[config.mk]
export PLATFORM = sky130hd
export DESIGN_NAME = xf_matrix_mem_arbiter
export DESIGN_NICKNAME = d
export VERILOG_FILES = /design/src/rtl/xf_matrix_mem_arbiter.sv
export SDC_FILE = /design/constraint.sdc
export NUM_CORES = 1
export LEC_CHECK = 0
export BUFFER_PORTS_ARGS = -buffer_cell sky130_fd_sc_hd__buf_2
export CORE_AREA = 2 2 119 121
export CTS_CLUSTER_DIAMETER = 80
export DETAILED_ROUTE_END_ITERATION = 6
export DIE_AREA = 0 0 121 123
export GPL_ROUTABILITY_DRIVEN = 1
export PLACE_DENSITY_LB_ADDON = 0.25
export SLEW_MARGIN = 20
export SYNTH_ARGS = -nofsm -noshare
export SYNTH_HDL_FRONTEND = slang
export SYNTH_SLANG_ARGS = --single-unit
[constraint.sdc]
create_clock -name clk -period 2.9 [get_ports clk]
set_input_delay 0.29 -clock clk [delete_from_list [all_inputs] [get_ports clk]]
set_output_delay 0.29 -clock clk [all_outputs]
set_load 0.01 [all_outputs]
[src/rtl/xf_matrix_mem_arbiter.sv]
// Round-robin arbiter sharing the XF matrix memory read port between NREQ fetch units.
// Each grant issues a 1-4 row burst; read data is broadcast, read-valid goes to the owner only.
module xf_matrix_mem_arbiter #(
    parameter int NREQ  = 3,
    parameter int WIDTH = 128,
    parameter int IDW   = 2
) (
    input  logic              clk,
    input  logic              resetn,
    input  logic [NREQ-1:0]   req,
    input  logic [7*NREQ-1:0] reqAddr,
    input  logic [2*NREQ-1:0] reqRows,
    output logic [NREQ-1:0]   gnt,
    output logic [NREQ-1:0]   rdValid,
    output logic [WIDTH-1:0]  rdData,
    output logic [NREQ-1:0]   done,
    output logic              busy,
    output logic [IDW-1:0]    owner,
    output logic [6:0]        memAddr,
    output logic              memEnable,
    input  logic [WIDTH-1:0]  memData,
    input  logic              memValid
);

    typedef enum logic [1:0] {
        IDLE  = 2'd0,
        BURST = 2'd1,
        DRAIN = 2'd2
    } state_t;

    state_t          state_q, state_d;
    logic [IDW-1:0]  rr_ptr_q, rr_ptr_d;
    logic [IDW-1:0]  owner_q, owner_d;
    logic [6:0]      base_addr_q, base_addr_d;
    logic [1:0]      last_row_q, last_row_d;
    logic [1:0]      issue_cnt_q, issue_cnt_d;
    logic [2:0]      ret_cnt_q, ret_cnt_d;
    logic [NREQ-1:0] done_q, done_d;

    logic            win_found;
    logic [IDW-1:0]  win_idx;
    logic [IDW:0]    cand;
    logic            active;
    logic            last_ret;

    assign active   = (state_q != IDLE);
    assign last_ret = active && memValid && (ret_cnt_q == {1'b0, last_row_q});

    // First pending requester at or above rrPtr, wrapping modulo NREQ
    always_comb begin
        win_found = 1'b0;
        win_idx   = '0;
        cand      = '0;
        for (int i = 0; i < NREQ; i++) begin
            cand = {1'b0, rr_ptr_q} + (IDW+1)'(i);
            if (cand >= (IDW+1)'(NREQ))
                cand = cand - (IDW+1)'(NREQ);
            if (!win_found && req[cand[IDW-1:0]]) begin
                win_found = 1'b1;
                win_idx   = cand[IDW-1:0];
            end
        end
    end

    always_ff @(posedge clk) begin
        if (!resetn) begin
            state_q     <= IDLE;
            rr_ptr_q    <= '0;
            owner_q     <= '0;
            base_addr_q <= '0;
            last_row_q  <= '0;
            issue_cnt_q <= '0;
            ret_cnt_q   <= '0;
            done_q      <= '0;
        end else begin
            state_q     <= state_d;
            rr_ptr_q    <= rr_ptr_d;
            owner_q     <= owner_d;
            base_addr_q <= base_addr_d;
            last_row_q  <= last_row_d;
            issue_cnt_q <= issue_cnt_d;
            ret_cnt_q   <= ret_cnt_d;
            done_q      <= done_d;
        end
    end

    always_comb begin
        state_d     = state_q;
        rr_ptr_d    = rr_ptr_q;
        owner_d     = owner_q;
        base_addr_d = base_addr_q;
        last_row_d  = last_row_q;
        issue_cnt_d = issue_cnt_q;
        ret_cnt_d   = ret_cnt_q;
        done_d      = '0;
        case (state_q)
            IDLE: begin
                if (win_found) begin
                    owner_d     = win_idx;
                    base_addr_d = reqAddr[7*win_idx +: 7];
                    last_row_d  = reqRows[2*win_idx +: 2];
                    issue_cnt_d = '0;
                    ret_cnt_d   = '0;
                    rr_ptr_d    = (win_idx == IDW'(NREQ-1)) ? '0 : win_idx + 1'b1;
                    state_d     = BURST;
                end
            end
            BURST: begin
                issue_cnt_d = issue_cnt_q + 2'd1;
                if (issue_cnt_q == last_row_q)
                    state_d = DRAIN;
            end
            default: ;
        endcase
        if (active && memValid)
            ret_cnt_d = ret_cnt_q + 3'd1;
        // Final return closes the burst; done is shown in the following (IDLE) cycle
        if (last_ret) begin
            state_d         = IDLE;
            done_d[owner_q] = 1'b1;
        end
    end

    always_comb begin
        gnt       = '0;
        rdValid   = '0;
        memEnable = 1'b0;
        memAddr   = '0;
        busy      = active;
        if (state_q == BURST) begin
            memEnable = 1'b1;
            memAddr   = base_addr_q + {5'b0, issue_cnt_q};
            if (issue_cnt_q == 2'd0)
                gnt[owner_q] = 1'b1;
        end
        if (active)
            rdValid[owner_q] = memValid;
    end

    assign rdData = memData;
    assign done   = done_q;
    assign owner  = owner_q;

endmodule
# == Yosys cells after proc, flatten, opt, wreduce, memory -nomap -nowiden ==
# Cells that the tools add are included.
# word_totals
memories,0
latchBits,0
ram_bits,0
register_bits,23
elab_cells,86
input_bits,161
romBits,0
# classes
mux,31
reduce_logical,19
n_addsub,9
n_bitwise,2
eq_ne,6
div,0
multipliers,1
shifts,2
n_lt_le_gt_ge,8
# ops
cell,count
$shiftx 21x6->7,1
$mux 2,10
$mux 3,6
$lt 2x3->1 const B,4
$mux 1,8
$pmux 2 s2,2
$reduce_and 2->1,4
$reduce_bool 2->1,4
$add 7x2->7,1
$mux 7,1
$bmux 1 s2,3
$ge 3x2->1 const B,2
$shiftx 6x4->2,1
$sub 2x2->2 const B,3
$logic_and 1x1->1,5
$mul 3x2->5 const A,1
$add 2x1->2 const B,2
$logic_not 2->1,2
$ne 2x2->1 const B,2
$add 2x1->3 const B,1
$add 2x2->3 const B,1
$add 3x1->3 const B,1
$and 3x3->3,1
$eq 3x2->1,1
10 further kinds,11

# == Logic depth before layout (Yosys ltp) ==
# Gate-level depths: netlist of the first run.
# logic_depth
depth_word,14
ltp_mapped,10

# == Worst setup path before layout of the first run ==
# No wires, ideal clock.
# synth_timing
path_type,register to register
from,register rr_ptr_q[0]
to,register base_addr_q[0]
path_buffers,2
setup_slack_ns,0.711
setup_time_ns,0.079
arrival_time_ns,2.111
path_stages_with_launch,10
cell_sequence,dfxtp_1 -> inv_1 -> ha_1 -> buf_2 -> nand3b_1 -> o21a_1 -> a31o_2 -> or4_1 -> buf_6 -> o221ai_2
# synth_between
elab_chain_len,13
# synth_rtl
item,line_no,rtl
"start, declared",32,"logic [IDW-1:0] rr_ptr_q, rr_ptr_d;"
"start signal, assigned",77,rr_ptr_q <= rr_ptr_d;
"parallel branches: the longest is 13 deep, another holds $mul 3x2->5",n/a,
"end signal, assigned",79,base_addr_q <= base_addr_d;
"end, declared",34,"logic [6:0] base_addr_q, base_addr_d;"
# Parallel ways; which one is timed is not known. The select of a mux whose other input is x is not followed.
# A chain may end at the register's enable or synchronous reset.

# == Final worst setup path of the first run ==
# layout_timing
from,register rr_ptr_q[1]
to,register base_addr_q[5]
# Same word-level chain as after synthesis.

==> run_results.csv, run 1 <==
group,metric,value,unit
die,initial_core_util,0.209,
detailed_routing,vias,2041,
timing,tightest_slew,1.07,ns
placed_design,numPortBuffers,52,
power,power.internal,1.05,mW
critical_path,worst-path-stages,7,
detailed_routing,vias_per_cell,4.38,
synth,synth_cell_types,44,
critical_path,ff2ff_path_depth,7,
critical_path,worstSetupStartpoint,"rr_ptr_q[1]$_SDFFE_PN0P_",
power,p_leak,0.942,nW
clocking,root_buffer,"clkbuf_16",
grt,grt_max_degree,30,
synth,syn_area_per_cell,7.72,um^2
clocking,postCtsSetupRepairBufs,0,
critical_path,cp-end-kind,"flip-flop",
grt,grt_pass1_wl,10.9,mm
clocking,path_clk_slew,0.07,ns
hold_path,hold_class,"in2reg",
critical_path,path_class,"reg2reg",
final_layout,seq_area,460,um^2
timing,hold_viol_final,0,
power,seq_power_share,0.241,
critical_path,r2r-end,"base_addr_q[5]$_SDFFE_PN0P_",
die,die_x,121,um
final_layout,most-common-layout-cells,"52 x buf_2, 31 x nand3_1, 23 x dfxtp_1",
synth,yosys.area_share.adder,0.0423,
clocking,cts_sinks,23,
clocking,cts_buffers,3,
synth,syn_inst,368,
final_layout,final_util,0.177,
die,die_area,14900,um^2
power,power,1.98,mW
timing,max_slew_margin,0.287,
final_layout,final_common_cell,"buf_2",
timing,finalSetupViolCount,0,
synth,ys.warnings.count,0,
power,p_sw,0.929,mW
final_layout,n_antenna_cell,0,
synth,synthSimpleGateAreaFrac,0.225,
power,swShare,0.469,
detailed_routing,drc_errors,0,
synth,muxShareOfSynthArea,0.0198,
timing,rsz0062_at_grt,"false",
placed_design,dp_hpwl,5.29,mm
detailed_routing,wirelength,6.90,mm
synth,synth_top_family_by_area,"buffers and inverters",
timing,fin_crit_sh,0.888,
critical_path,cp_cell_sequence,"inv_1 -> ha_1 -> mux2i_1 -> o21a_1 -> a311oi_1 -> or4_1 -> o221ai_2",
detailed_routing,wl_per_cell,14.8,um
grt,track_usage,0.0908,
final_layout,layout-drive-gt1-share,0.273,
clocking,cts.path.max_buffers,2,
synth,synth-seq-cells,23,
critical_path,r2r_start,"rr_ptr_q[1]$_SDFFE_PN0P_",
grt,gr-total-overflow,0,
grt,grt_pass1_vias,2104,
critical_path,endpoint,"base_addr_q[5]$_SDFFE_PN0P_",
grt,antenna_found_initial,0,
critical_path,crit_path_start_kind,"flip-flop",
clocking,cts_resized,0,
synth,synth_edf_count,0,
die,fp-row-count,43,
final_layout,syn2layout_area_growth,-15.0,%
critical_path,cpPeakStageDelay,0.82,ns
critical_path,worst-path-max-fanout,10,
synth,synthArstFlopShare,0,
clocking,cts_tree,"built",
timing,fmax,389,MHz
power,ir_worst_vdd,0.000237,V
power,power_density,822,nW/um^2
timing,slew_viol_final,0,
critical_path,cp_data_arrival_time,2.75,ns
run,cap_violations,0,
clocking,hold_buffers,0,
synth,synth_xor_area_frac,0.0308,
run_status,status,"finished clean",
synth,synth_flop_cell,"dfxtp_1",
placed_design,place.gp.congestion,0.783,
final_layout,multiInputGateArea,1310,um^2
die,core,13600,um^2
critical_path,cp.buffers_inverters,1,
power,pwr-share-clk,0.153,
critical_path,cp.required,3.08,ns
die,io_pins,309,
detailed_routing,dr.pass1.iters,4,
critical_path,cp_slowest_cell,"or4_1",
final_layout,fillCellCount,1561,
synth,ys_seq_area_frac,0.162,
timing,tns,0,ns
final_layout,fin_nets,457,
timing,min_period,2.57,ns
detailed_routing,ant_nets,0,
clocking,htree_num_levels,1,
clocking,clkLatencyLatePin,0.26,ns
synth,synth_compound_area_frac,0.142,
power,p_comb_frac,0.606,
detailed_routing,drt-initial-drc-count,77,
critical_path,r2r_setup_slack,0.33,ns
die,die_height,123,um
synth,syn_area,2840,um^2
timing,fin_worst_skew,0.00655,ns
synth,syn-num-nets,538,
critical_path,path_delay_family,"simple AND/OR/NAND/NOR gates",
[worst min-delay path by stage]
stage | startpoint | end | slack [ns] | cells after the start
global placement | state_q[1]$_SDFFE_PP0P_ | state_q[1]$_SDFFE_PP0P_ | 0.45 | 2
CTS | memValid | ret_cnt_q[1]$_SDFFE_PN0P_ | 0.31 | 3
global route | memValid | ret_cnt_q[1]$_SDFFE_PN0P_ | 0.33 | 3
detailed placement | state_q[1]$_SDFFE_PP0P_ | state_q[1]$_SDFFE_PP0P_ | 0.46 | 2
floorplan | memValid | ret_cnt_q[1]$_SDFFE_PN0P_ | 0.44 | 2
finish | memValid | ret_cnt_q[1]$_SDFFE_PN0P_ | 0.31 | 3
[layout make-up]
cell class,instances,share of cell area
Sequential cell,23,0.191
Tap cell,180,0.0933
Multi-Input combinational cell,192,0.542
Inverter,9,0.0140
Timing Repair Buffer,58,0.126
Clock buffer,3,0.0311
Clock inverter,1,0.00207
[tightest hold or removal path, stage by stage]
cell     delay, ns
buf_2         0.11
nand3_1       0.06
a21oi_1       0.05
[logic make-up after synthesis]
logic type	after synthesis
fa+ha+maj	9
compound gates	50
flops	23
xor+xnor	10
simple gates	118
buf+inv	153
mux	5
[flip-flops by register name, summed over array words and instances (netlist names)]
signal / flops
base_addr_q: 7
done: 3
ret_cnt_q: 3
issue_cnt_q: 2
last_row_q: 2
owner: 2
rr_ptr_q: 2
state_q: 2
[power by group through the flow]
stage          sequential [mW]  clock [mW]  combinational [mW]
2_1_floorplan            0.466           0                1.07
3_3_place_gp             0.482           0                1.20
3_5_place_dp             0.486           0                1.21
4_1_cts                  0.479       0.311                1.22
5_1_grt                  0.494       0.328                1.35
6_report                 0.478       0.303                1.20
[Yosys cell counts (2+ instances only)]
library cell,n,area [um^2]
a21oi_1,17,85.1
a31oi_1,2,12.5
and2_1,3,18.8
and3b_1,9,78.8
buf_1,2,7.51
buf_2,4,20.0
buf_4,130,976
clkbuf_1,7,26.3
dfxtp_1,23,460
ha_1,8,100
inv_1,8,30.0
mux2i_1,3,30.0
nand2_1,18,67.6
nand2b_1,14,87.6
nand3_1,31,155
nand3b_1,2,15.0
nand4_1,10,62.6
nor2_1,17,63.8
nor2b_1,2,12.5
nor3_1,5,25.0
o211ai_1,9,67.6
o21a_1,3,22.5
o21ai_0,2,10.0
o21ai_1,2,10.0
o221ai_2,9,135
or2_2,2,12.5
xnor2_1,5,43.8
xor2_1,5,43.8
[routing by layer]
| metal | track usage | share of wire | vias to the layer above |
|---|---|---|---|
| li1 | - | - | 967 |
| met1 | 0.117 | 0.45 | 920 |
| met2 | 0.141 | 0.42 | 118 |
| met3 | 0.0309 | 0.10 | 36 |
| met4 | 0.0327 | 0.024 | 0 |
| met5 | 0 | 0 | - |
[metrics by stage]
step / hold WS [ns] / setup WS [ns] / area [um^2] / cells
5_1_grt: 0.329 / 0.116 / 2410 / 466
6_report: 0.308 / 0.326 / 2410 / 466
3_3_place_gp: 0.451 / 0.393 / 2330 / 462
4_1_cts: 0.312 / 0.317 / 2410 / 466
3_5_place_dp: 0.458 / 0.331 / 2330 / 462
2_1_floorplan: 0.438 / 0.711 / 2840 / 368
(Power assumes the default switching activity.)
==> inputs of run 2 (changes only) <==
==> constraint.sdc (replaced) <==
create_clock -name clk -period 2.3 [get_ports clk]
set_input_delay 0.23 -clock clk [delete_from_list [all_inputs] [get_ports clk]]
set_output_delay 0.23 -clock clk [all_outputs]
set_load 0.01 [all_outputs]
==> run 2 against run 1 <==
Against the previous run: global-route usage is 0.24 points higher; clock power is 25% higher; first-iteration DRC count grew 9.1%; utilization is 1.0 points higher; sequential cell count unchanged; clock-buffer cell count is 1 higher; critical endpoint is now rr_ptr_q[0]$_SDFFE_PN0P_; largest cell class unchanged.
==> run_results.csv, run 2 (synthesized netlist as in run 1, its figures left out) <==
group,metric,value,unit
critical_path,cp-end-kind,"flip-flop",
clocking,cts_sinks,23,
die,die_height,123,um
critical_path,crit_path_start_kind,"flip-flop",
placed_design,dp_slack,0.0110,ns
clocking,path_clk_slew,0.06,ns
grt,grt_max_degree,31,
clocking,root_buffer,"clkbuf_16",
final_layout,finalInstanceArea,2550,um^2
power,power.internal,1.45,mW
timing,tns,0,ns
detailed_routing,ant_nets,0,
detailed_routing,drc_errors,0,
power,p_leak,1.01,nW
power,p_sw,1.20,mW
final_layout,most-common-layout-cells,"52 x buf_2, 31 x nand3_1, 21 x dfxtp_1",
grt,gr-total-overflow,0,
clocking,cts.path.max_buffers,2,
run,cap_violations,0,
critical_path,cpPeakStageDelay,0.53,ns
critical_path,cp_slowest_cell,"or4b_1",
critical_path,cp_cell_sequence,"inv_1 -> ha_4 -> mux2_4 -> mux2_2 -> or4b_1 -> and3_1 -> o32ai_2",
placed_design,placed_cell_area,2440,um^2
power,pwr-share-clk,0.144,
hold_path,hold_class,"in2reg",
final_layout,n_antenna_cell,0,
run_status,status,"finished clean",
timing,fin_worst_skew,0.00305,ns
clocking,htree_num_levels,1,
timing,tightest_slew,0.410,ns
final_layout,regMostFlops,"base_addr_q",
critical_path,cp_data_arrival_time,2.34,ns
final_layout,fin_nets,469,
die,die_x,121,um
placed_design,numPortBuffers,52,
timing,hold_viol_final,0,
placed_design,place.gp.congestion,0.768,
detailed_routing,dr.pass1.iters,4,
clocking,clkLatencyLatePin,0.25,ns
clocking,cts_buffers,3,
final_layout,layout-drive-gt1-share,0.322,
die,fp-row-count,43,
die,die_area,14900,um^2
power,p_comb_frac,0.626,
detailed_routing,vias,2046,
power,power_density,1040,nW/um^2
power,ir_worst_vdd,0.000262,V
detailed_routing,wl_per_cell,14.7,um
detailed_routing,drt-initial-drc-count,84,
timing,min_period,2.17,ns
die,io_pins,309,
clocking,cts_tree,"built",
critical_path,path_class,"reg2reg",
final_layout,final_common_cell,"buf_2",
timing,finalSetupViolCount,0,
clocking,hold_buffers,0,
timing,max_slew_margin,0.727,
timing,slew_viol_final,0,
power,seq_power_share,0.230,
timing,fin_crit_sh,0.945,
die,initial_core_util,0.209,
critical_path,r2r_setup_slack,0.13,ns
detailed_routing,wirelength,7.01,mm
final_layout,seq_area,463,um^2
timing,worst_slack,0.126,ns
detailed_routing,vias_per_cell,4.28,
placed_design,dp_hpwl,5.40,mm
timing,fmax,460,MHz
final_layout,final_util,0.188,
critical_path,worst-path-max-fanout,8,
final_layout,fillCellCount,1545,
die,core,13600,um^2
grt,grt_pass1_vias,2106,
final_layout,largest_register_ffs,7,
grt,track_usage,0.0932,
critical_path,cp.required,2.47,ns
grt,antenna_found_initial,0,
final_layout,syn2layout_area_growth,-10.1,%
power,swShare,0.453,
grt,grt_pass1_wl,11.0,mm
final_layout,multiInputGateArea,1340,um^2
[run 2: cell types whose count changed in the layout (fill, tap and decap cells not counted), moves of 2 or more]
cell,before,now
ha_4,0,2
dfxtp_2,0,2
dfxtp_1,23,21
buf_4,6,16
ha_1,8,6
[run 2: path summary, 6_finish.rpt]
check                           startpoint                         to  cells past startpoint
setup / recovery  rr_ptr_q[1]$_SDFFE_PN0P_   rr_ptr_q[0]$_SDFFE_PN0P_                      7
hold / removal                    memValid  ret_cnt_q[1]$_SDFFE_PN0P_                      3
setup reg to reg  rr_ptr_q[1]$_SDFFE_PN0P_   rr_ptr_q[0]$_SDFFE_PN0P_                      7
hold reg to reg    state_q[1]$_SDFFE_PP0P_    state_q[1]$_SDFFE_PP0P_                      2
[run 2: stage by stage]
| stage | instances | power, mW | hold WS (ns) |
|---|---|---|---|
| after floorplan | 368 | 1.93 | 0.378 |
| after global placement | 474 | 2.22 | 0.452 |
| after detailed placement | 474 | 2.24 | 0.460 |
| after CTS | 478 | 2.64 | 0.253 |
| after global routing | 478 | 2.90 | 0.278 |
| final | 478 | 2.65 | 0.252 |
[run 2: final cells by class]
| cell class | count | share of cell area |
|---|---|---|
| repair buffers | 70 | 0.161 |
| clock buffers | 4 | 0.0309 |
| multi-input cells | 192 | 0.525 |
| flip-flops and latches | 23 | 0.181 |
| well taps | 180 | 0.0882 |
| inverters | 9 | 0.0132 |
[run 2: what timing repair did]
item / 4_1_cts / 5_1_grt
buffers inserted: 0 / 0
gates resized for setup: 2 / 8
pin swaps: 0 / 0
gates cloned: 0 / 0
setup endpoints to repair: 8 / 10
[run 2: metal layers]
| layer | share of wire | vias up | wire length (um) | global-route usage |
|---|---|---|---|---|
| li1 | - | 991 | - | - |
| met1 | 0.47 | 909 | 3290 | 0.128 |
| met2 | 0.41 | 108 | 2880 | 0.132 |
| met3 | 0.091 | 38 | 640 | 0.0300 |
| met4 | 0.028 | 0 | 195 | 0.0414 |
| met5 | 0 | - | 0 | 0 |
[run 2: power groups by stage]
stage | Sequential [mW] | Clock (mW) | Combinational, mW
2_1_floorplan | 0.588 | 0 | 1.34
6_report | 0.610 | 0.380 | 1.66
5_1_grt | 0.626 | 0.407 | 1.86
3_5_place_dp | 0.612 | 0 | 1.63
3_3_place_gp | 0.608 | 0 | 1.61
4_1_cts | 0.603 | 0.390 | 1.64
[run 2: critical path, delay by kind of cell (launching register included)]
kind,cells,cell delay [ns]
buffers and inverters,1,0.11
muxes,2,0.61
adders and majority gates,1,0.20
DFF,1,0.34
AOI/OAI and AO/OA,1,0.08
and+or+nand+nor,2,0.74
